--- src/rtl/vga_timing_ctrl.sv ---
// vga_timing_ctrl: 800x480 panel timing generator and output stage.
// Free-running counters produce hsync/vsync/de. Pixel coordinates are requested
// PIX_LEAD cycles ahead of display so that the picture stage's registered latency
// is absorbed. The returned colour is registered onto the panel pins, aligned
// with sync and de.
// Optional build macro: VGA_TEST_PATTERN_EN adds pattern_sel, which replaces
// color_in with 8 vertical colour bars.
module vga_timing_ctrl #(
  parameter int unsigned H_SYNC    = 128,
  parameter int unsigned H_BACK    = 88,
  parameter int unsigned H_VALID   = 800,
  parameter int unsigned H_FRONT   = 40,
  parameter int unsigned V_SYNC    = 2,
  parameter int unsigned V_BACK    = 33,
  parameter int unsigned V_VALID   = 480,
  parameter int unsigned V_FRONT   = 10,
  parameter int unsigned PIX_LEAD  = 2,
  parameter logic        HSYNC_POL = 1'b0,
  parameter logic        VSYNC_POL = 1'b0
) (
  input  logic        clk,
  input  logic        rstn,
`ifdef VGA_TEST_PATTERN_EN
  input  logic        pattern_sel,
`endif
  input  logic [23:0] color_in,
  output logic [9:0]  pix_x,
  output logic [9:0]  pix_y,
  output logic        pix_req,
  output logic        hsync,
  output logic        vsync,
  output logic        de,
  output logic [23:0] rgb,
  output logic        frame_start
);

  localparam int unsigned H_TOTAL = H_SYNC + H_BACK + H_VALID + H_FRONT;
  localparam int unsigned V_TOTAL = V_SYNC + V_BACK + V_VALID + V_FRONT;

  localparam logic [10:0] H_LAST = 11'(H_TOTAL - 1);
  localparam logic [10:0] V_LAST = 11'(V_TOTAL - 1);
  localparam logic [10:0] HS_END = 11'(H_SYNC);
  localparam logic [10:0] VS_END = 11'(V_SYNC);
  localparam logic [10:0] HA     = 11'(H_SYNC + H_BACK);
  localparam logic [10:0] HE     = 11'(H_SYNC + H_BACK + H_VALID);
  localparam logic [10:0] VA     = 11'(V_SYNC + V_BACK);
  localparam logic [10:0] VE     = 11'(V_SYNC + V_BACK + V_VALID);
  // Request window is the active window shifted left by PIX_LEAD; it stays
  // inside the line because PIX_LEAD never exceeds the sync+back porch.
  localparam logic [10:0] RS     = 11'(H_SYNC + H_BACK - PIX_LEAD);
  localparam logic [10:0] RE     = 11'(H_SYNC + H_BACK + H_VALID - PIX_LEAD);

  logic [10:0] cnt_h_q, cnt_h_d;
  logic [10:0] cnt_v_q, cnt_v_d;
  logic        hsync_q, hsync_d;
  logic        vsync_q, vsync_d;
  logic        de_q, de_d;
  logic [23:0] rgb_q, rgb_d;
  logic        frame_start_q, frame_start_d;

  logic        h_act, v_act, act, req_h;
  logic [23:0] src_color;

  // Counter advance: horizontal wraps every line, vertical steps on the last pixel.
  always_comb begin
    cnt_h_d = cnt_h_q + 11'd1;
    cnt_v_d = cnt_v_q;
    if (cnt_h_q == H_LAST) begin
      cnt_h_d = '0;
      cnt_v_d = (cnt_v_q == V_LAST) ? '0 : cnt_v_q + 11'd1;
    end
  end

  // Region decode and the combinational pixel request toward the picture stage.
  always_comb begin
    h_act   = (cnt_h_q >= HA) && (cnt_h_q < HE);
    v_act   = (cnt_v_q >= VA) && (cnt_v_q < VE);
    act     = h_act && v_act;
    req_h   = (cnt_h_q >= RS) && (cnt_h_q < RE);
    pix_req = req_h && v_act;
    pix_x   = pix_req ? 10'(cnt_h_q - RS) : 10'h3FF;
    pix_y   = pix_req ? 10'(cnt_v_q - VA) : 10'h3FF;
  end

`ifdef VGA_TEST_PATTERN_EN
  localparam logic [10:0] BAR_W = 11'(H_VALID / 8);
  logic [10:0] bar_pos;
  logic [2:0]  bar_idx;
  logic [23:0] bar_color;

  // Colour-bar source; bar_idx is only meaningful inside the active window.
  always_comb begin
    bar_pos = cnt_h_q - HA;
    bar_idx = 3'(bar_pos / BAR_W);
    case (bar_idx)
      3'd0:    bar_color = 24'hFFFFFF;
      3'd1:    bar_color = 24'hFFFF00;
      3'd2:    bar_color = 24'h00FFFF;
      3'd3:    bar_color = 24'h00FF00;
      3'd4:    bar_color = 24'hFF00FF;
      3'd5:    bar_color = 24'hFF0000;
      3'd6:    bar_color = 24'h0000FF;
      default: bar_color = 24'h000000;
    endcase
    src_color = pattern_sel ? bar_color : color_in;
  end
`else
  // Without the test pattern the panel always shows the picture stage colour.
  always_comb begin
    src_color = color_in;
  end
`endif

  // Next values of the panel-side outputs, all one cycle behind the counters.
  always_comb begin
    hsync_d       = (cnt_h_q < HS_END) ? HSYNC_POL : ~HSYNC_POL;
    vsync_d       = (cnt_v_q < VS_END) ? VSYNC_POL : ~VSYNC_POL;
    de_d          = act;
    rgb_d         = act ? src_color : 24'h000000;
    frame_start_d = (cnt_h_q == 11'd0) && (cnt_v_q == 11'd0);
  end

  // State and output registers; reset drops everything to idle blanking at once.
  always_ff @(posedge clk or negedge rstn) begin
    if (!rstn) begin
      cnt_h_q       <= '0;
      cnt_v_q       <= '0;
      hsync_q       <= ~HSYNC_POL;
      vsync_q       <= ~VSYNC_POL;
      de_q          <= 1'b0;
      rgb_q         <= '0;
      frame_start_q <= 1'b0;
    end else begin
      cnt_h_q       <= cnt_h_d;
      cnt_v_q       <= cnt_v_d;
      hsync_q       <= hsync_d;
      vsync_q       <= vsync_d;
      de_q          <= de_d;
      rgb_q         <= rgb_d;
      frame_start_q <= frame_start_d;
    end
  end

  assign hsync       = hsync_q;
  assign vsync       = vsync_q;
  assign de          = de_q;
  assign rgb         = rgb_q;
  assign frame_start = frame_start_q;

endmodule
--- config.mk ---
export PLATFORM = sky130hd
export DESIGN_NAME = vga_timing_ctrl
export DESIGN_NICKNAME = d
export VERILOG_FILES = /design/src/rtl/vga_timing_ctrl.sv
export SDC_FILE = /design/constraint.sdc
export NUM_CORES = 1
export LEC_CHECK = 0
export CAP_MARGIN = 30
export CORE_MARGIN = 2
export CORE_UTILIZATION = 49
export CTS_BUF_LIST = sky130_fd_sc_hd__clkbuf_4 sky130_fd_sc_hd__clkbuf_8
export DETAILED_ROUTE_END_ITERATION = 10
export PLACE_DENSITY = 0.87
export SYNTH_ARGS = -nofsm -noshare
export SYNTH_HDL_FRONTEND = slang
export SYNTH_SLANG_ARGS = --single-unit
export TNS_END_PERCENT = 30
--- constraint.sdc ---
create_clock -name clk -period 2.1 [get_ports clk]
set_clock_uncertainty 0.05 [all_clocks]
set_input_delay 0.315 -clock clk [delete_from_list [all_inputs] [get_ports clk]]
set_output_delay 0.315 -clock clk [all_outputs]
set_load 0.02 [all_outputs]
# After elaboration in Yosys (flattened, before gate mapping)
# Index checks and enable logic that the tools add are counted.
# word_totals
register_bits,50
inputBits,26
output_inout_bits,49
wordCells,36
# op_classes
add_sub_neg,4
n_lt_le_gt_ge,8
n_eq_ne,2
n_mux,7
reduce_logical,8
# ops
cell,count
$lt A11 B10 Y1 const B,3
$mux W24,1
$add A11 B1 Y11 const B,2
$ge A11 B8 Y1 const B,2
$logic_not A11 Y1,2
$mux W11,2
$mux W10,2
$eq A11 B10 Y1 const B,1
$eq A11 B11 Y1 const B,1
$ge A11 B6 Y1 const B,1
$lt A11 B2 Y1 const B,1
$lt A11 B8 Y1 const B,1
$sub A10 B6 Y10 const B,1
$sub A10 B8 Y10 const B,1
$logic_and A1 B1 Y1,6
$mux W1,2

# Depth between registers and ports, before layout
# Gate-level depths: netlist of the first run.
# logic_depth
ltp_word,4
ltp_mapped,8
mapped_depth_nobuf,6

# Worst setup path before layout of the first run
# OpenSTA, ideal clock, no wires.
# synth_path
kind,reg-to-output
from,register cnt_v_q[0]
to,output pix_x[9]
arrival_time_ns,1.663
required_time_ns,1.735
path_slack_ns,0.072
path_stages_with_launch,8
path_buffers,2
cell_sequence,dfrtp_1 > ha_1 > clkbuf_1 > nor2b_1 > o211ai_1 > and3_1 > buf_6 > a211o_1
# synth_between
elab_chain_len,4
elab_cells_between_ends,5
classes_between,2 x order compare; 1 x mux; 2 x reduce/logical
# synth_rtl
item,line_no,rtl
from (decl),54,"logic [10:0] cnt_v_q, cnt_v_d;"
from (signal assigned),135,cnt_v_q <= cnt_v_d;
$ge A11 B6 Y1 or $lt A11 B10 Y1 (tied branches),77,v_act = (cnt_v_q >= VA) && (cnt_v_q < VE);
$logic_and A1 B1 Y1 *,77,
$logic_and A1 B1 Y1 *,80,pix_req = req_h && v_act;
$mux W10 *,81,pix_x = pix_req ? 10'(cnt_h_q - RS) : 10'h3FF;
to (decl),27,"output logic [9:0] pix_x,"
# Mark *: on every way between the ends. The rest lies on a longest branch, timed or not.

# Final worst setup path of the first run
# layout_path
from,register cnt_v_q[1]
to,output pix_x[9]
# Same word-level chain as after synthesis.

==> summary.txt, run 1 <==
Routing
  – DR vias: 2542
  – DRT antenna net count: 0
  – Via density: 5.51
  – Drt wl/cell: 17.2 microns
  – Drt drc: 0
  – Starting DRC count in detailed routing: 186
  – Total Wirelength: 7940 microns
  – Router iterations before antenna repair: 4

Cells and area
  – Final nets: 421
  – Post-route cell area: 4000 sq um
  – Finished Core Util: 77.8%
  – Antenna fix cells: 0
  – Fin cells: 461
  – Area Overhead vs Synth: 51.8%
  – Layout cells sized above 1: 28.9%

Synthesis
  – Post-synth top area share: 45.6%
  – Post-synth ARST share: 100%
  – Syn_area_per_cell: 9.47 sq um
  – EDFF count, synth: 0
  – Area leader, netlist: dfrtp_1
  – Ranking of synthesized cells by area: dfrtp_1 (46%), nand3_1 (9.3%), xnor2_1 (5.3%)
  – Yosys warnings: 0
  – Synth unique cells: 45
  – Post-Synthesis Cells: 278
  – Number of synthesized register bits: 50
  – Synth Net Count: 309
  – Top_reg_cell synth: dfrtp_1
  – Netlist Area Pre-Place: 2630 sq um
  – Share of the yosys chip area belonging to registers: 47.6%

Global route
  – Antenna violations before repair: 0
  – M2 GR Usage: 44.6%
  – Largest net degree at the start of global routing: 29
  – Total gr overflow: 0
  – First-pass GRT wire length: 12400 microns
  – Met1 usage: 33.2%
  – Vias in the first global route: 2484
  – Layer with the highest usage: met2
  – Tot GR Track Use: 26.2%
  – GRT met3 Usage: 4.71%

Outcome
  – Outcome: finished with violations
  – Failing checks: negative setup slack

Timing
  – Tmin final: 2.43 ns
  – Max Transition Viols Final: 0
  – Fin worst setup slack: -0.329 ns
  – RSZ-0062 raised after global routing: true
  – Setup Viol. Count Final: 21
  – Final Cycle Share: 116%
  – Relative slew slack: 62.5%
  – Hold_ws: 0.471 ns
  – Hold Fails Final Rpt: 0
  – Slew @ Worst Pin: 0.562 ns
  – Fmax: 412 MHz

Critical path
  – CP Cell Sequence: a2111o_1, buf_6, nand3b_4, and3_4, a211o_1, buf_2
  – Crit path max-delay family: compound AO/OA/AOI/OAI gates
  – Worst reg2reg startpoint: cnt_v_q[1]
  – Crit start category: flop
  – Slowest-stage cell, CP: a2111o_1
  – Crit path kind: flop to primary output
  – Crit path required time: 1.74 ns
  – CP max stage delay: 0.47 ns
  – Crit path capture type: primary output
  – Worst-path maximum fanout: 4
  – Critical path startpoint: cnt_v_q[1]
  – CP Buf/Inv Count: 2
  – Data arrival, critical path: 2.06 ns

Floorplanning
  – Die height: 77.3 microns
  – Top-Level Pins: 75
  – Die extent in x: 77.3 microns
  – Starting Density: 51.2%
  – Die area: 5980 sq um
  – Area of the core: 5140 sq um
  – Standard-cell rows: 26

Power and ir drop
  – Leakage: 1.76 nW
  – Maximum VDD drop: 0.331 mV
  – Pwr/cell area: 429 nW/um^2
  – Power Total: 1.72 mW

Clocking
  – Clock-pin slew on the worst setup and hold paths: 0.10 ns
  – Maximum root-to-sink buffer count: 2
  – Clock sinks: 50
  – Cell at the root of the clock tree: clkbuf_8
  – CTS tree: done
  – Num CTS Buffers: 5
  – H-tree depth: 2
  – Worst-skew pair later-pin latency: 0.31 ns

Placed design
  – Port bufs: 74
  – Area after DPL: 3740 sq um
  – Detailed placement HPWL: 5330 microns
  – Placed Instances: 449
  – Routability cong.: 0.874

Min path
  – Hold_sp: cnt_h_q[0]
  – Hold WC Path Type: flop to flop

Run
  – Max cap viols: 0
## final timing paths
path	to	cells past startpoint	slack [ns]
setup / recovery	pix_x[9]	6	-0.33
hold / removal	cnt_h_q[0]	1	0.47
setup reg to reg	rgb[18]	6	0.13
hold reg to reg	cnt_h_q[0]	1	0.47
max in group asynchronous	vsync	3	0.92
min in group asynchronous	cnt_v_q[0]	2	0.48
## placed cells by master (no fill, tap or decap), drive strengths merged, types with 3 or more instances in the layout
master and n:
xnor2 16, nand3 49, nor3 6, nand4 9, buf 80, nand2 10, clkdlybuf4s50 52, nor2b 3
dfrtp 48, and4 5, a31oi 5, and3 4, nand3b 3, o21ai 5, inv 7, ha 5
a21oi 6, xor2 10, clkbuf 5, nor2 33
## synthesized netlist by cell type, types with 2 or more instances
master and instances:
and3_1 4, inv_1 7, dfstp_2 2, a31oi_1 5
o21a_1 2, o21ai_0 4, o41ai_1 2, nand2b_1 2
buf_8 2, clkbuf_1 10, nand3b_1 2, ha_1 5
nand4_1 9, o211ai_1 2, dfrtp_1 48, xor2_1 10
nor3_1 6, nand3_1 49, a21oi_1 6, and4_1 5
nand2_1 10, nor2b_1 3, buf_2 14, nor2_1 33
xnor2_1 16
## power breakdown
group / internal (mW) / switching (mW)
registers: 0.962 / 0
logic: 0.0449 / 0.0269
clock network: 0.354 / 0.329
total: 1.36 / 0.355
## through the flow
step	TNS, ns	setup slack (ns)
after floorplan	0	0.0722
after global placement	-6.01	-0.357
after detailed placement	-7.59	-0.414
after CTS	-6.11	-0.344
after global routing	-6.98	-0.380
final	-5.74	-0.329
## sequential cells by signal, summed over array words and instances, names as in the netlist
| signal | cells |
|---|---|
| cnt_h_q | 11 |
| cnt_v_q | 11 |
| de | 1 |
| frame_start | 1 |
| hsync | 1 |
| rgb | 24 |
| vsync | 1 |
## per-layer routing
| layer | vias up | share of wire (%) |
|---|---|---|
| li1 | 1179 | - |
| met2 | 111 | 50 |
| met1 | 1235 | 41 |
| met5 | - | 0 |
| met3 | 17 | 6.7 |
| met4 | 0 | 2.2 |
## logic make-up (layout without fill, tap and decap cells)
family,Yosys count,after routing,synth area share (%)
AOI/OAI and AO/OA,29,29,7.41
xor gates and xnor gates,26,26,8.65
adders and majority gates,5,5,2.38
buffers and inverters,35,148,6.94
DFF,50,50,47.6
muxes,1,1,0.380
and+or+nand+nor,132,132,26.7
## area by class of cell
cell class,count,area [sq um]
Clock buffer,5,68.8
Clock inverter,3,45.0
Inverter,7,26.3
Fill cell,328,1140
Timing Repair Buffer,133,1210
Tap cell,70,87.6
Multi-Input combinational cell,193,1310
Sequential cell,50,1250
## repair_timing
action                                  4_1_cts  5_1_grt
resized for setup                           132        9
endpoints found under the setup margin       21       24
setup buffers                                 0        3
gates cloned                                  0        0
hold buffers                                  1        0
hold endpoints to repair                     21        0
pin swaps                                     7        2
Power figures use the tool's default switching activity.
==> inputs of run 2 (changes only) <==
Settings changed: CAP_MARGIN 30 to not set.
==> results of run 2 <==
Final layout, timing and power as in run 1 (identical DEF).
